`src/rtl/ataque_tabuleiro.sv`:
```
// ----------------------------------------------------------------------------
// ataque_tabuleiro
// Attack stage of the battleship game. Once the positioning stage raises
// game_en, the frozen ship map is scanned one cell per cycle to count ship
// cells. The block then accepts shots from row/column switches and a fire
// button, records hits and misses in separate maps, and counts down the
// remaining shots until the game is won or lost.
//
// Optional feature (compile-time macro DEBOUNCE_EN):
//   defined   -> the synchronised fire level must hold for DEBOUNCE_CYCLES
//                consecutive cycles before it is accepted, so short glitches
//                never fire a shot.
//   undefined -> no filter; DEBOUNCE_CYCLES is not declared.
//
// Ports
//   clk_div     game clock (single domain)
//   rst_n       asynchronous active-low reset
//   game_en     1 = attack phase active; 0 returns to IDLE and clears state
//   pos_map     ship map, bit r*COLS+c = row r / column c (stable while game_en=1)
//   row_sel     shot row
//   col_sel     shot column
//   fire        raw fire button, active-high, asynchronous
//   hit_map     cells shot and hit
//   miss_map    cells shot and missed
//   shots_left  remaining shots
//   hits_cnt    hits so far
//   ship_total  ship cells counted during the scan
//   hit_p       one-cycle pulse: last shot hit
//   miss_p      one-cycle pulse: last shot missed
//   err_p       one-cycle pulse: shot rejected (bad coordinate or repeat)
//   busy        high while scanning or evaluating a shot
//   win / lose  end-of-game levels
// ----------------------------------------------------------------------------
module ataque_tabuleiro #(
  parameter int ROWS      = 7,
  parameter int COLS      = 5,
  parameter int MAX_SHOTS = 20
`ifdef DEBOUNCE_EN
  , parameter int DEBOUNCE_CYCLES = 16
`endif
) (
  input  logic                                clk_div,
  input  logic                                rst_n,
  input  logic                                game_en,
  input  logic [ROWS*COLS-1:0]                pos_map,
  input  logic [2:0]                          row_sel,
  input  logic [2:0]                          col_sel,
  input  logic                                fire,
  output logic [ROWS*COLS-1:0]                hit_map,
  output logic [ROWS*COLS-1:0]                miss_map,
  output logic [$clog2(MAX_SHOTS+1)-1:0]      shots_left,
  output logic [$clog2(ROWS*COLS+1)-1:0]      hits_cnt,
  output logic [$clog2(ROWS*COLS+1)-1:0]      ship_total,
  output logic                                hit_p,
  output logic                                miss_p,
  output logic                                err_p,
  output logic                                busy,
  output logic                                win,
  output logic                                lose
);

  localparam int CELLS  = ROWS * COLS;
  localparam int IDX_W  = $clog2(CELLS);
  localparam int CNT_W  = $clog2(CELLS + 1);
  localparam int SHOT_W = $clog2(MAX_SHOTS + 1);

  typedef enum logic [2:0] {
    S_IDLE      = 3'd0,
    S_SCAN      = 3'd1,
    S_WAIT_SHOT = 3'd2,
    S_EVAL      = 3'd3,
    S_WIN       = 3'd4,
    S_LOSE      = 3'd5
  } state_t;

  // ---------------------------------------------------------------- fire path
  logic fire_s1_q, fire_s2_q, fire_s3_q;
  logic fire_level_s;
  logic fire_edge_s;

  // Two-flop synchroniser for the asynchronous button.
  always_ff @(posedge clk_div or negedge rst_n) begin
    if (!rst_n) begin
      fire_s1_q <= 1'b0;
      fire_s2_q <= 1'b0;
    end else begin
      fire_s1_q <= fire;
      fire_s2_q <= fire_s1_q;
    end
  end

`ifdef DEBOUNCE_EN
  localparam int DB_W = $clog2(DEBOUNCE_CYCLES + 1);
  logic            db_level_q;
  logic [DB_W-1:0] db_cnt_q;

  // Filtered level follows the synchronised level only after it has
  // disagreed with it for DEBOUNCE_CYCLES consecutive cycles.
  always_ff @(posedge clk_div or negedge rst_n) begin
    if (!rst_n) begin
      db_level_q <= 1'b0;
      db_cnt_q   <= '0;
    end else if (fire_s2_q == db_level_q) begin
      db_cnt_q   <= '0;
    end else if (db_cnt_q == DB_W'(DEBOUNCE_CYCLES - 1)) begin
      db_level_q <= fire_s2_q;
      db_cnt_q   <= '0;
    end else begin
      db_cnt_q   <= db_cnt_q + DB_W'(1);
    end
  end

  assign fire_level_s = db_level_q;
`else
  assign fire_level_s = fire_s2_q;
`endif

  // Delayed copy of the (filtered) level for rising-edge detection.
  always_ff @(posedge clk_div or negedge rst_n) begin
    if (!rst_n) begin
      fire_s3_q <= 1'b0;
    end else begin
      fire_s3_q <= fire_level_s;
    end
  end

  assign fire_edge_s = fire_level_s & ~fire_s3_q;

  // ---------------------------------------------------------------- game FSM
  state_t             state_q, state_d;
  logic [IDX_W-1:0]   idx_q, idx_d;
  logic [CELLS-1:0]   hit_map_q, hit_map_d;
  logic [CELLS-1:0]   miss_map_q, miss_map_d;
  logic [SHOT_W-1:0]  shots_left_q, shots_left_d;
  logic [CNT_W-1:0]   hits_cnt_q, hits_cnt_d;
  logic [CNT_W-1:0]   ship_total_q, ship_total_d;
  logic               hit_p_q, hit_p_d;
  logic               miss_p_q, miss_p_d;
  logic               err_p_q, err_p_d;
  logic               busy_q, busy_d;
  logic               win_q, win_d;
  logic               lose_q, lose_d;

  logic [IDX_W-1:0]   shot_idx_s;
  logic               coord_bad_s;
  logic               already_s;

  // Shot cell index; only meaningful when the coordinate is in range.
  assign shot_idx_s  = IDX_W'(row_sel) * IDX_W'(COLS) + IDX_W'(col_sel);
  assign coord_bad_s = (int'(row_sel) >= ROWS) || (int'(col_sel) >= COLS);
  assign already_s   = hit_map_q[shot_idx_s] | miss_map_q[shot_idx_s];

  // State register and all registered outputs.
  always_ff @(posedge clk_div or negedge rst_n) begin
    if (!rst_n) begin
      state_q      <= S_IDLE;
      idx_q        <= '0;
      hit_map_q    <= '0;
      miss_map_q   <= '0;
      shots_left_q <= SHOT_W'(MAX_SHOTS);
      hits_cnt_q   <= '0;
      ship_total_q <= '0;
      hit_p_q      <= 1'b0;
      miss_p_q     <= 1'b0;
      err_p_q      <= 1'b0;
      busy_q       <= 1'b0;
      win_q        <= 1'b0;
      lose_q       <= 1'b0;
    end else begin
      state_q      <= state_d;
      idx_q        <= idx_d;
      hit_map_q    <= hit_map_d;
      miss_map_q   <= miss_map_d;
      shots_left_q <= shots_left_d;
      hits_cnt_q   <= hits_cnt_d;
      ship_total_q <= ship_total_d;
      hit_p_q      <= hit_p_d;
      miss_p_q     <= miss_p_d;
      err_p_q      <= err_p_d;
      busy_q       <= busy_d;
      win_q        <= win_d;
      lose_q       <= lose_d;
    end
  end

  // Next-state, datapath updates and pulse generation.
  always_comb begin
    state_d      = state_q;
    idx_d        = idx_q;
    hit_map_d    = hit_map_q;
    miss_map_d   = miss_map_q;
    shots_left_d = shots_left_q;
    hits_cnt_d   = hits_cnt_q;
    ship_total_d = ship_total_q;
    hit_p_d      = 1'b0;
    miss_p_d     = 1'b0;
    err_p_d      = 1'b0;

    if (!game_en) begin
      // Dropping game_en abandons whatever game was in progress.
      state_d      = S_IDLE;
      idx_d        = '0;
      hit_map_d    = '0;
      miss_map_d   = '0;
      shots_left_d = SHOT_W'(MAX_SHOTS);
      hits_cnt_d   = '0;
      ship_total_d = '0;
    end else begin
      case (state_q)
        S_IDLE: begin
          state_d      = S_SCAN;
          idx_d        = '0;
          ship_total_d = '0;
        end
        S_SCAN: begin
          ship_total_d = ship_total_q + CNT_W'(pos_map[idx_q]);
          if (idx_q == IDX_W'(CELLS - 1)) begin
            // An empty board is won without firing.
            if (ship_total_d == CNT_W'(0)) begin
              state_d = S_WIN;
            end else begin
              state_d = S_WAIT_SHOT;
            end
          end else begin
            idx_d = idx_q + IDX_W'(1);
          end
        end
        S_WAIT_SHOT: begin
          if (fire_edge_s) begin
            // Rejected shots do not consume a shot.
            if (coord_bad_s) begin
              err_p_d = 1'b1;
            end else if (already_s) begin
              err_p_d = 1'b1;
            end else begin
              idx_d   = shot_idx_s;
              state_d = S_EVAL;
            end
          end else begin
            state_d = S_WAIT_SHOT;
          end
        end
        S_EVAL: begin
          shots_left_d = shots_left_q - SHOT_W'(1);
          if (pos_map[idx_q]) begin
            hit_map_d[idx_q] = 1'b1;
            hits_cnt_d       = hits_cnt_q + CNT_W'(1);
            hit_p_d          = 1'b1;
          end else begin
            miss_map_d[idx_q] = 1'b1;
            miss_p_d          = 1'b1;
          end
          // Sinking the last ship on the final shot counts as a win.
          if (hits_cnt_d == ship_total_q) begin
            state_d = S_WIN;
          end else if (shots_left_d == SHOT_W'(0)) begin
            state_d = S_LOSE;
          end else begin
            state_d = S_WAIT_SHOT;
          end
        end
        S_WIN:   state_d = S_WIN;
        S_LOSE:  state_d = S_LOSE;
        default: state_d = S_IDLE;
      endcase
    end

    busy_d = (state_d == S_SCAN) || (state_d == S_EVAL);
    win_d  = (state_d == S_WIN);
    lose_d = (state_d == S_LOSE);
  end

  assign hit_map    = hit_map_q;
  assign miss_map   = miss_map_q;
  assign shots_left = shots_left_q;
  assign hits_cnt   = hits_cnt_q;
  assign ship_total = ship_total_q;
  assign hit_p      = hit_p_q;
  assign miss_p     = miss_p_q;
  assign err_p      = err_p_q;
  assign busy       = busy_q;
  assign win        = win_q;
  assign lose       = lose_q;

endmodule
```
`config.mk`:
```
export PLATFORM = sky130hd
export DESIGN_NAME = ataque_tabuleiro
export DESIGN_NICKNAME = d
export VERILOG_FILES = /design/src/rtl/ataque_tabuleiro.sv
export SDC_FILE = /design/constraint.sdc
export NUM_CORES = 1
export LEC_CHECK = 0
export CORE_MARGIN = 4
export CORE_UTILIZATION = 50
export DETAILED_ROUTE_END_ITERATION = 16
export PLACE_DENSITY = 0.87
export RECOVER_POWER = 25
export SLEW_MARGIN = 5
export SYNTH_ARGS = -nofsm -noshare
export SYNTH_HDL_FRONTEND = slang
export SYNTH_SLANG_ARGS = --single-unit
```
`constraint.sdc`:
```
create_clock -name clk_div -period 4.5 [get_ports clk_div]
set_input_delay 0.9 -clock clk_div [delete_from_list [all_inputs] [get_ports clk_div]]
set_output_delay 0.9 -clock clk_div [all_outputs]
set_load 0.01 [all_outputs]
```
; ---- Yosys cells after proc, flatten, opt, wreduce, memory -nomap -nowiden
; Cells that the tools add are included.
[totals]
regBits = 105
inputBits = 45
[op_classes]
n_addsub = 5
n_mul = 1
n_lt_le_gt_ge = 5
n_eq_ne = 20
n_mux = 49
n_bitwise = 5
reduce_logical = 9
[op_table]
columns = operator, count
row1 = two-way mux 35 bit, 6
row2 = OR 35 bit, 2
row3 = two-way mux 6 bit, 11
row4 = two-way mux 3 bit, 8
row5 = binary-select mux 1 bit (select 6 bit), 3
row6 = one-hot mux 3 bit (6 select lines), 1
row7 = one-hot mux 6 bit (3 select lines), 1
row8 = two-way mux 1 bit, 15
row9 = "< comparator 6 x 7 -> 1 bit, second input constant", 2
row10 = "adder 6 x 1 -> 6 bit, second input constant", 2
row11 = "equality test 3 bit, second input constant", 4
row12 = "inequality test 3 bit, second input constant", 4
row13 = one-hot mux 6 bit (2 select lines), 1
row14 = two-way mux 5 bit, 2
row15 = "equality test 3 x 2 -> 1 bit, second input constant", 3
row16 = adder 6 x 1 -> 6 bit, 1
row17 = adder 6 x 3 -> 6 bit, 1
row18 = demux 1 bit (select 6 bit), 1
row19 = "equality test 3 x 1 -> 1 bit, second input constant", 2
row20 = equality test 6 bit, 1
row21 = "equality test 6 bit, second input constant", 1
row22 = ">= comparator 3 bit, second input constant", 2
row23 = ">= comparator 6 x 1 -> 1 bit, second input constant", 1
row24 = zero test 6 bit, 1
row25 = other kinds (15), 18

; ---- Depth between registers and ports, before layout
; Gate-level depths: netlist (run 1).
[depth]
ltp_word = 12
ltp_mapped = 18
depth_no_buf = 16

; ---- Worst setup path after synthesis (run 1)
; No wires, ideal clock.
[synth_timing]
path_kind = input to register
startpoint = in row_sel[0]
endpoint = reg idx_q[0]
setup_time_ns = 0.138
arrival_ns = 3.648
required_time_ns = 4.362
slack_ns = 0.714
cell_stages = 12
n_path_buf = 1
path_cell_list = ha_1 -> ha_1 -> fa_1 -> clkbuf_1 -> mux4_2 -> mux2i_1 -> nor2_1 -> a2111oi_4 -> nand3_1 -> o211a_1 -> a221oi_1 -> a211oi_2
[synth_between]
elab_chain_cells = 7
[synth_lines]
columns = element, line
row1 = "start, declared", 46  ; input logic [2:0] row_sel,
row2 = multiplier 3 x 3 -> 6 bit, 149  ; assign shot_idx_s = IDX_W'(row_sel) * IDX_W'(COLS) + IDX_W'(col_sel);
row3 = adder 6 x 3 -> 6 bit, 149
row4 = binary-select mux 1 bit (select 6 bit) / two-way mux 6 bit (equally long branches), "151, 233"
row5 = two-way mux 1 bit (implied by the code) / two-way mux 6 bit (equally long branches), "151, 231"
row6 = OR 1 bit / two-way mux 6 bit (equally long branches), "151, 229"
row7 = inequality test 3 bit (no line) / one-hot mux 6 bit (3 select lines) (equally long branches), n/a
row8 = AND reduction 5 bit (no line) / two-way mux 6 bit (equally long branches), n/a
row9 = "end signal, assigned", 171  ; idx_q <= idx_d;
row10 = "end, declared", 131  ; logic [IDX_W-1:0] idx_q, idx_d;
; Parallel ways exist; a longest one is shown, timed or not. The select of a mux whose other input is x is not followed.
; A chain may end at the register's enable or synchronous reset.

; ---- Final worst setup path (run 1)
[layout_timing]
startpoint = in row_sel[2]
endpoint = reg idx_q[0]
[layout_between]
elab_chain_cells = 7
[layout_lines]
columns = element, line
row1 = multiplier 3 x 3 -> 6 bit, 149
row2 = adder 6 x 3 -> 6 bit, 149
row3 = binary-select mux 1 bit (select 6 bit), 151  ; assign already_s = hit_map_q[shot_idx_s] | miss_map_q[shot_idx_s];
row4 = two-way mux 1 bit (implied by the code), 151
row5 = OR 1 bit, 151
row6 = inequality test 3 bit (no line), n/a
row7 = AND reduction 5 bit (no line) *, n/a
; Every way passes the cells marked *; elsewhere a longest branch is shown, timed or not. The select of a mux whose other input is x is not followed.

==> flow_summary.toml, run 1 <==
[worst_setup_path]
crit_path_max_delay_family = "adder cells"
crit_top_cell = "sky130_fd_sc_hd__ha_1"
crit_buf_inv = 1
total_number_of_cells_along_the_worst_setup_path = 12
path_cells = "clkdlybuf4s50_1 -> ha_1 -> ha_1 -> fa_1 -> mux4_2 -> mux2i_1 -> nor2_1 -> a2111oi_4 -> nand3_1 -> o211a_1 -> a221oi_1 -> a211oi_2"
timing.critical_path.from = "row_sel[2]"
end_kind = "register"
worst_r2r_startpoint = "idx_q[1]$_DFFE_PN0P_"
rr_worst_depth = 16
worst-endpoint-arrival_ns = 4.48
criticalPathCategory = "primary input to register"
worst_r2r_endpoint = "busy$_DFF_PN0_"
slowest_delay_ns = 0.73
cp_startpoint_kind = "primary input"
reg2reg_setup_slack_ns = 0.54
cp_slowest_cell = "sky130_fd_sc_hd__fa_1"
timing.critical_path.fanout_max = 7
required_ns = 4.70
endpoint = "idx_q[0]$_DFFE_PN0P_"

[clock_tree]
cts.reportedPaths.clkPinSlew_ns = 0.07
tritoncts = "done"
cts_hold_repair.buffers = 0
cts_sinks = 105
cts-resized-gates = 0
root_buffer = "sky130_fd_sc_hd__clkbuf_16"
cts_buffer_depth = 2
cts.repair_timing.setup_buffer_count = 0
clock_network_latency_to_the_later_pin_of_the_worst_skew_pair_ns = 0.36
cts-buffers-inserted = 9
cts-htree-levels = 3

[power_and_ir_drop]
power.density_cell_area_mw_per_mm2 = 276
vdd.ir_drop.worst_mv = 0.206
power.total_mw = 2.06
leakage_nw = 3.15

[die]
die_width_um = 115
floorplan.die.height_um = 115
initial_util_pct = 51.7
dieArea_mm2 = 0.0131
design.portCount = 138
std_cell_rows = 38
core_region_area_mm2 = 0.0110

[synth]
synth.yosys.warnings = 0
synthCells = 573
synth-seq-cells = 105
synth-edff-count = 0
post_synth_instance_area_mm2 = 0.00568
synth_sequential_area_ratio_pct = 46.3
syn_area_per_cell_um2 = 9.92
post_synth_num_cell_types = 65
syn_nets = 635
async_set_reset_flop_share_out_of_synthesis_pct = 100
ys.flop_type = "sky130_fd_sc_hd__dfrtp_1"

[timing]
fin_crit_sh_pct = 95.1
timing_max_transition_violations_final = 73
fin_ws_ns = 0.223
fin_crit_ns = 4.28
worst_slew_margin_rel_pct = -36.9
timing.hold.ws_ns = 0.372
worst_pin_slew_ns = 2.05
rsz_0062_raised_after_global_routing = "false"
clock-skew-final_ns = 0.0138
timing_hold_violations_final = 0
max_freq_mhz = 234
finalSetupViolations = 0

[job]
max_cap_viols = 2

[grt]
grt_pass1_vias = 5372
antenna_found_initial = 0
grt_total_usage_pct = 27.8
grt_util_met2_pct = 43.0
grt_max_degree = 76
busiest_metal_layer_after_global_routing = "met2"
global_route.usage.met3_pct = 7.77
grt_overflow_total = 0
grt_first_pass_wirelength_mm = 28.5
grtUsageMet1_pct = 36.8

[detailed_routing]
wire_per_inst_um = 21.4
residual_drc_count = 0
drt_first_pass_iters = 6
vias_per_cell = 6.33
drtAntennaViolNets = 0
drt-total-wl_mm = 18.1
dr.first_iter.drc_count = 629
route.vias.total = 5339

[final_layout]
final_common_cell = "sky130_fd_sc_hd__clkdlybuf4s50_1"
final_net_count = 761
drive_gt1_share_pct = 7.10
layout-area-overhead-vs-synth_pct = 31.2
most-common-layout-cells = "sky130_fd_sc_hd__clkdlybuf4s50_1, sky130_fd_sc_hd__dfrtp_1, sky130_fd_sc_hd__nand2_1"
antenna_cells = 0

[status]
violated_checks = "capacitance limit, slew limit"
run_status = "finished, violations left"

[worst_hold_path]
path_type_of_the_worst_min_delay_path = "register to register"
hold_path.startpoint = "fire_s1_q$_DFF_PN0_"

[placed_design]
gpl.final_weighted_congestion = 0.976
dp_hpwl_mm = 13.3
dpl_worst_slack_ns = -0.0496
port_buffers = 137
==> final cells by class <==
| type | count | area [um2] |
|---|---|---|
| timing repair buffer | 153 | 1470 |
| multi-input combinational | 422 | 2830 |
| clock inverter | 7 | 95.1 |
| fill | 799 | 3530 |
| clock buffer | 9 | 225 |
| sequential | 105 | 2630 |
| tap | 140 | 175 |
| inverter | 8 | 30.0 |
==> cell families after synthesis <==
group,synth area share (%)
AND/OR/NAND/NOR,18.1
flip-flops,46.3
buffers and inverters,4.01
adder cells (fa/ha/maj),3.87
AO/OA/AOI/OAI,18.4
XOR/XNOR,4.01
multiplexers,5.37
==> registers in the layout, indices dropped and copies added (netlist names), 3 cells and up <==
| register | count |
|---|---|
| hit_map | 35 |
| miss_map | 35 |
| shots_left | 5 |
| state_q | 3 |
| idx_q | 6 |
| hits_cnt | 6 |
| ship_total | 6 |
==> through the flow <==
step | TNS, ns | util [%] | instance area (um2) | std cells
after floorplan | 0 | - | 5680 | 573
after global placement | 0 | 65.0 | 7140 | 828
after detailed placement | -0.0496 | 65.0 | 7140 | 828
after CTS | 0 | 68.0 | 7460 | 844
after global routing | 0 | 67.9 | 7450 | 844
final | 0 | 67.9 | 7450 | 844
==> worst min path at each step <==
| stage | depth (start not counted) | to | slack (ns) |
|---|---|---|---|
| floorplan | 0 | fire_level_s$_DFF_PN0_ | 0.33 |
| global placement | 0 | fire_level_s$_DFF_PN0_ | 0.35 |
| finish | 0 | fire_level_s$_DFF_PN0_ | 0.37 |
| global route | 0 | fire_level_s$_DFF_PN0_ | 0.38 |
| CTS | 0 | fire_level_s$_DFF_PN0_ | 0.37 |
| detailed placement | 0 | fire_level_s$_DFF_PN0_ | 0.34 |
==> worst reg2reg max path: stages, from the launching register on <==
cell,delay [ns]
sky130_fd_sc_hd__dfrtp_1,0.60
sky130_fd_sc_hd__buf_4,0.30
sky130_fd_sc_hd__or2b_2,0.21
sky130_fd_sc_hd__o22ai_1,0.08
sky130_fd_sc_hd__o31ai_1,0.28
sky130_fd_sc_hd__o2111ai_1,0.22
sky130_fd_sc_hd__a21oi_4,0.21
sky130_fd_sc_hd__inv_1,0.07
sky130_fd_sc_hd__ha_1,0.23
sky130_fd_sc_hd__ha_1,0.26
sky130_fd_sc_hd__nor4_1,0.26
sky130_fd_sc_hd__a31oi_1,0.08
sky130_fd_sc_hd__nor4_1,0.41
sky130_fd_sc_hd__a21oi_1,0.14
sky130_fd_sc_hd__o22ai_1,0.16
sky130_fd_sc_hd__a21oi_1,0.11
sky130_fd_sc_hd__and2_1,0.23
==> where the power goes <==
group	switching, mW	total [mW]	internal (mW)
sequential	0.00630	0.953	0.946
combinational	0.152	0.267	0.115
clock	0.393	0.841	0.448
total	0.551	2.06	1.51
==> metal layers <==
metal / part of all wire, % / vias to the layer above
met4: 3.6 / 0
met3: 11 / 78
met5: 0 / -
li1: - / 2331
met1: 38 / 2563
met2: 47 / 367
==> cells in the mapped netlist (all sizes together), types with 8 or more instances <==
| cell | number | share of area [%] |
|---|---|---|
| nor2 | 50 | 3.3 |
| inv | 8 | 0.53 |
| buf | 19 | 2.2 |
| ha | 16 | 3.5 |
| nor3 | 18 | 1.7 |
| nand3 | 16 | 1.4 |
| xnor2 | 10 | 1.5 |
| clkbuf | 19 | 1.3 |
| a21oi | 19 | 1.9 |
| a22o | 35 | 5.4 |
| dfrtp | 103 | 45 |
| a211oi | 13 | 1.8 |
| mux2i | 11 | 1.9 |
| nand2b | 8 | 0.88 |
| and3 | 8 | 0.88 |
| o21ai | 45 | 4.0 |
| nand2 | 68 | 4.5 |
| xor2 | 16 | 2.5 |
No activity file was read; power rests on OpenSTA's default activity.
==> inputs of run 2 (changes only) <==
- CELL_PAD_IN_SITES_DETAIL_PLACEMENT: not set -> 0
- CELL_PAD_IN_SITES_GLOBAL_PLACEMENT: not set -> 1
- CORE_UTILIZATION: 50 -> 38
- PLACE_DENSITY: 0.87 -> 0.86
==> run 2 against run 1 <==
  * The run still ends with capacitance limit, slew limit left
  * Global-route usage fell by 5.9 points
  * Worst setup slack improved by 0.025 ns
  * Design area rose by 0.50%
  * Highest routed layer unchanged
  * Register-to-register slack better by 0.11 ns
  * Power fell by 2.6%
  * Count of clock-buffer cells in the layout grew 1
  * Flip-flop and latch count unchanged
  * Sequential power hardly changed
  * Largest cell class unchanged
  * Critical path type unchanged
==> flow_summary.toml, run 2 (synthesis gave the netlist of run 1 again) <==
[clock_tree]
cts_buffer_depth = 2
cts_sinks = 105
clock_network_latency_to_the_later_pin_of_the_worst_skew_pair_ns = 0.35
cts.reportedPaths.clkPinSlew_ns = 0.07
cts_hold_repair.buffers = 0
root_buffer = "sky130_fd_sc_hd__clkbuf_16"
cts.repair_timing.setup_buffer_count = 0
cts-htree-levels = 3
cts-buffers-inserted = 9
tritoncts = "done"
cts-resized-gates = 0

[timing]
finalSetupViolations = 0
clock-skew-final_ns = 0.00858
fin_crit_sh_pct = 94.5
rsz_0062_raised_after_global_routing = "false"
worst_pin_slew_ns = 1.80
timing_hold_violations_final = 0
max_freq_mhz = 235
worst_slew_margin_rel_pct = -20.3
timing_max_transition_violations_final = 72
fin_ws_ns = 0.248
fin_crit_ns = 4.25

[placed_design]
post-place-cells = 872
dpl_worst_slack_ns = -0.0603
gpl.final_weighted_congestion = 0.897
dp_hpwl_mm = 13.6
port_buffers = 137

[die]
core_region_area_mm2 = 0.0146
dieArea_mm2 = 0.0170
std_cell_rows = 44
floorplan.die.height_um = 130
design.portCount = 138
initial_util_pct = 39.0
die_width_um = 130

[worst_setup_path]
cp_slowest_cell = "sky130_fd_sc_hd__fa_1"
worst-endpoint-arrival_ns = 4.52
criticalPathCategory = "primary input to register"
timing.critical_path.fanout_max = 7
slowest_delay_ns = 0.73
crit_top_cell = "sky130_fd_sc_hd__ha_1"
path_cells = "clkdlybuf4s50_1 -> ha_1 -> ha_1 -> fa_1 -> nand2b_1 -> a211oi_1 -> nor4_1 -> o21a_1 -> o211ai_1 -> o211a_1 -> buf_4 -> a21oi_1 -> o22ai_1"
cp_startpoint_kind = "primary input"
required_ns = 4.77
crit_buf_inv = 2
crit_path_max_delay_family = "adder cells"
end_kind = "register"

[power_and_ir_drop]
intPower_mw = 1.47
share_clk_of_total_power_pct = 39.3
share_of_total_power_in_combinational_logic_pct = 13.3
power.share.sequential_pct = 47.5
power.total_mw = 2.01
switching_portion_of_total_power_pct = 27.0
power.density_cell_area_mw_per_mm2 = 268
leakage_nw = 3.15
switchingPower_mw = 0.542
vdd.ir_drop.worst_mv = 0.170

[detailed_routing]
vias_per_cell = 5.81
wire_per_inst_um = 20.6
residual_drc_count = 0
drtAntennaViolNets = 0
drt-total-wl_mm = 18.3
route.vias.total = 5162
drt_first_pass_iters = 5
dr.first_iter.drc_count = 633

[grt]
grt_total_usage_pct = 21.9
grt_max_degree = 76
grt_first_pass_wirelength_mm = 28.7
antenna_found_initial = 0
grt_pass1_vias = 5222
grt_overflow_total = 0

[final_layout]
drive_gt1_share_pct = 7.39
layout-area-overhead-vs-synth_pct = 31.8
antenna_cells = 0
end_of_flow_core_utilization_pct = 51.4
final_common_cell = "sky130_fd_sc_hd__clkdlybuf4s50_1"
final_net_count = 761
most-common-layout-cells = "sky130_fd_sc_hd__clkdlybuf4s50_1, sky130_fd_sc_hd__dfrtp_1, sky130_fd_sc_hd__nand2_1"
finish.cell_count_without_fillers = 888
final.fill_count = 1326

[job]
max_cap_viols = 1

[status]
run_status = "finished, violations left"
violated_checks = "capacitance limit, slew limit"

[worst_hold_path]
path_type_of_the_worst_min_delay_path = "register to register"
==> run 2: per-layer routing <==
layer / routed length, um / global-route usage [%] / part of all wire [%] / up-vias
met5: 0 / 0 / 0 / -
met4: 407 / 8.13 / 2.2 / 0
met3: 1370 / 3.68 / 7.5 / 33
met2: 8440 / 33.6 / 46 / 253
met1: 8100 / 31.1 / 44 / 2540
li1: - / - / - / 2336
==> run 2: power by group through the flow <==
stage	clock network, mW	logic, mW	registers (mW)
after floorplan	0	0.153	0.969
after global placement	0	0.260	0.971
after detailed placement	0	0.266	0.971
after CTS	0.802	0.267	0.953
after global routing	0.846	0.293	0.954
final	0.789	0.267	0.953
==> run 2: layout make-up <==
type	count	area [um2]	area share (%)
inverter	8	30.0	0.401
clock buffer	10	239	3.19
multi-input combinational	422	2830	37.7
tap	184	230	3.07
clock inverter	6	56.3	0.752
sequential	105	2630	35.1
timing repair buffer	153	1480	19.8
==> run 2: worst register-to-register path: stages, from the launching register on <==
cell	delay [ns]
sky130_fd_sc_hd__dfrtp_1	0.69
sky130_fd_sc_hd__buf_4	0.27
sky130_fd_sc_hd__nand2b_1	0.14
sky130_fd_sc_hd__o21ai_0	0.11
sky130_fd_sc_hd__o31ai_1	0.25
sky130_fd_sc_hd__o2111ai_1	0.21
sky130_fd_sc_hd__a21oi_4	0.21
sky130_fd_sc_hd__inv_1	0.06
sky130_fd_sc_hd__ha_1	0.23
sky130_fd_sc_hd__ha_1	0.26
sky130_fd_sc_hd__nor4_1	0.23
sky130_fd_sc_hd__a31oi_1	0.08
sky130_fd_sc_hd__nor4_1	0.37
sky130_fd_sc_hd__nor3_1	0.10
sky130_fd_sc_hd__a21oi_1	0.18
sky130_fd_sc_hd__o21ai_0	0.10
sky130_fd_sc_hd__nor3_1	0.24
==> run 2: worst paths after layout <==
path	start	endpoint	slack, ns	depth (start not counted)
setup / recovery	row_sel[0]	idx_q[5]$_DFFE_PN0P_	0.25	13
min in group asynchronous	rst_n	shots_left[3]$_DFFE_PN0P_	1.01	1
hold reg to reg	fire_s1_q$_DFF_PN0_	fire_level_s$_DFF_PN0_	0.36	0
setup reg to reg	idx_q[0]$_DFFE_PN0P_	win$_DFF_PN0_	0.65	16
hold / removal	fire_s1_q$_DFF_PN0_	fire_level_s$_DFF_PN0_	0.36	0
max in group asynchronous	rst_n	shots_left[2]$_DFFE_PN1P_	2.16	2
==> run 2: through the flow <==
step	hold slack, ns	TNS, ns	instance area [um2]
global placement	0.344	0	7200
detailed placement	0.339	-0.114	7200
CTS	0.363	0	7490
floorplan	0.331	0	5680
global route	0.385	0	7490
finish	0.358	0	7490
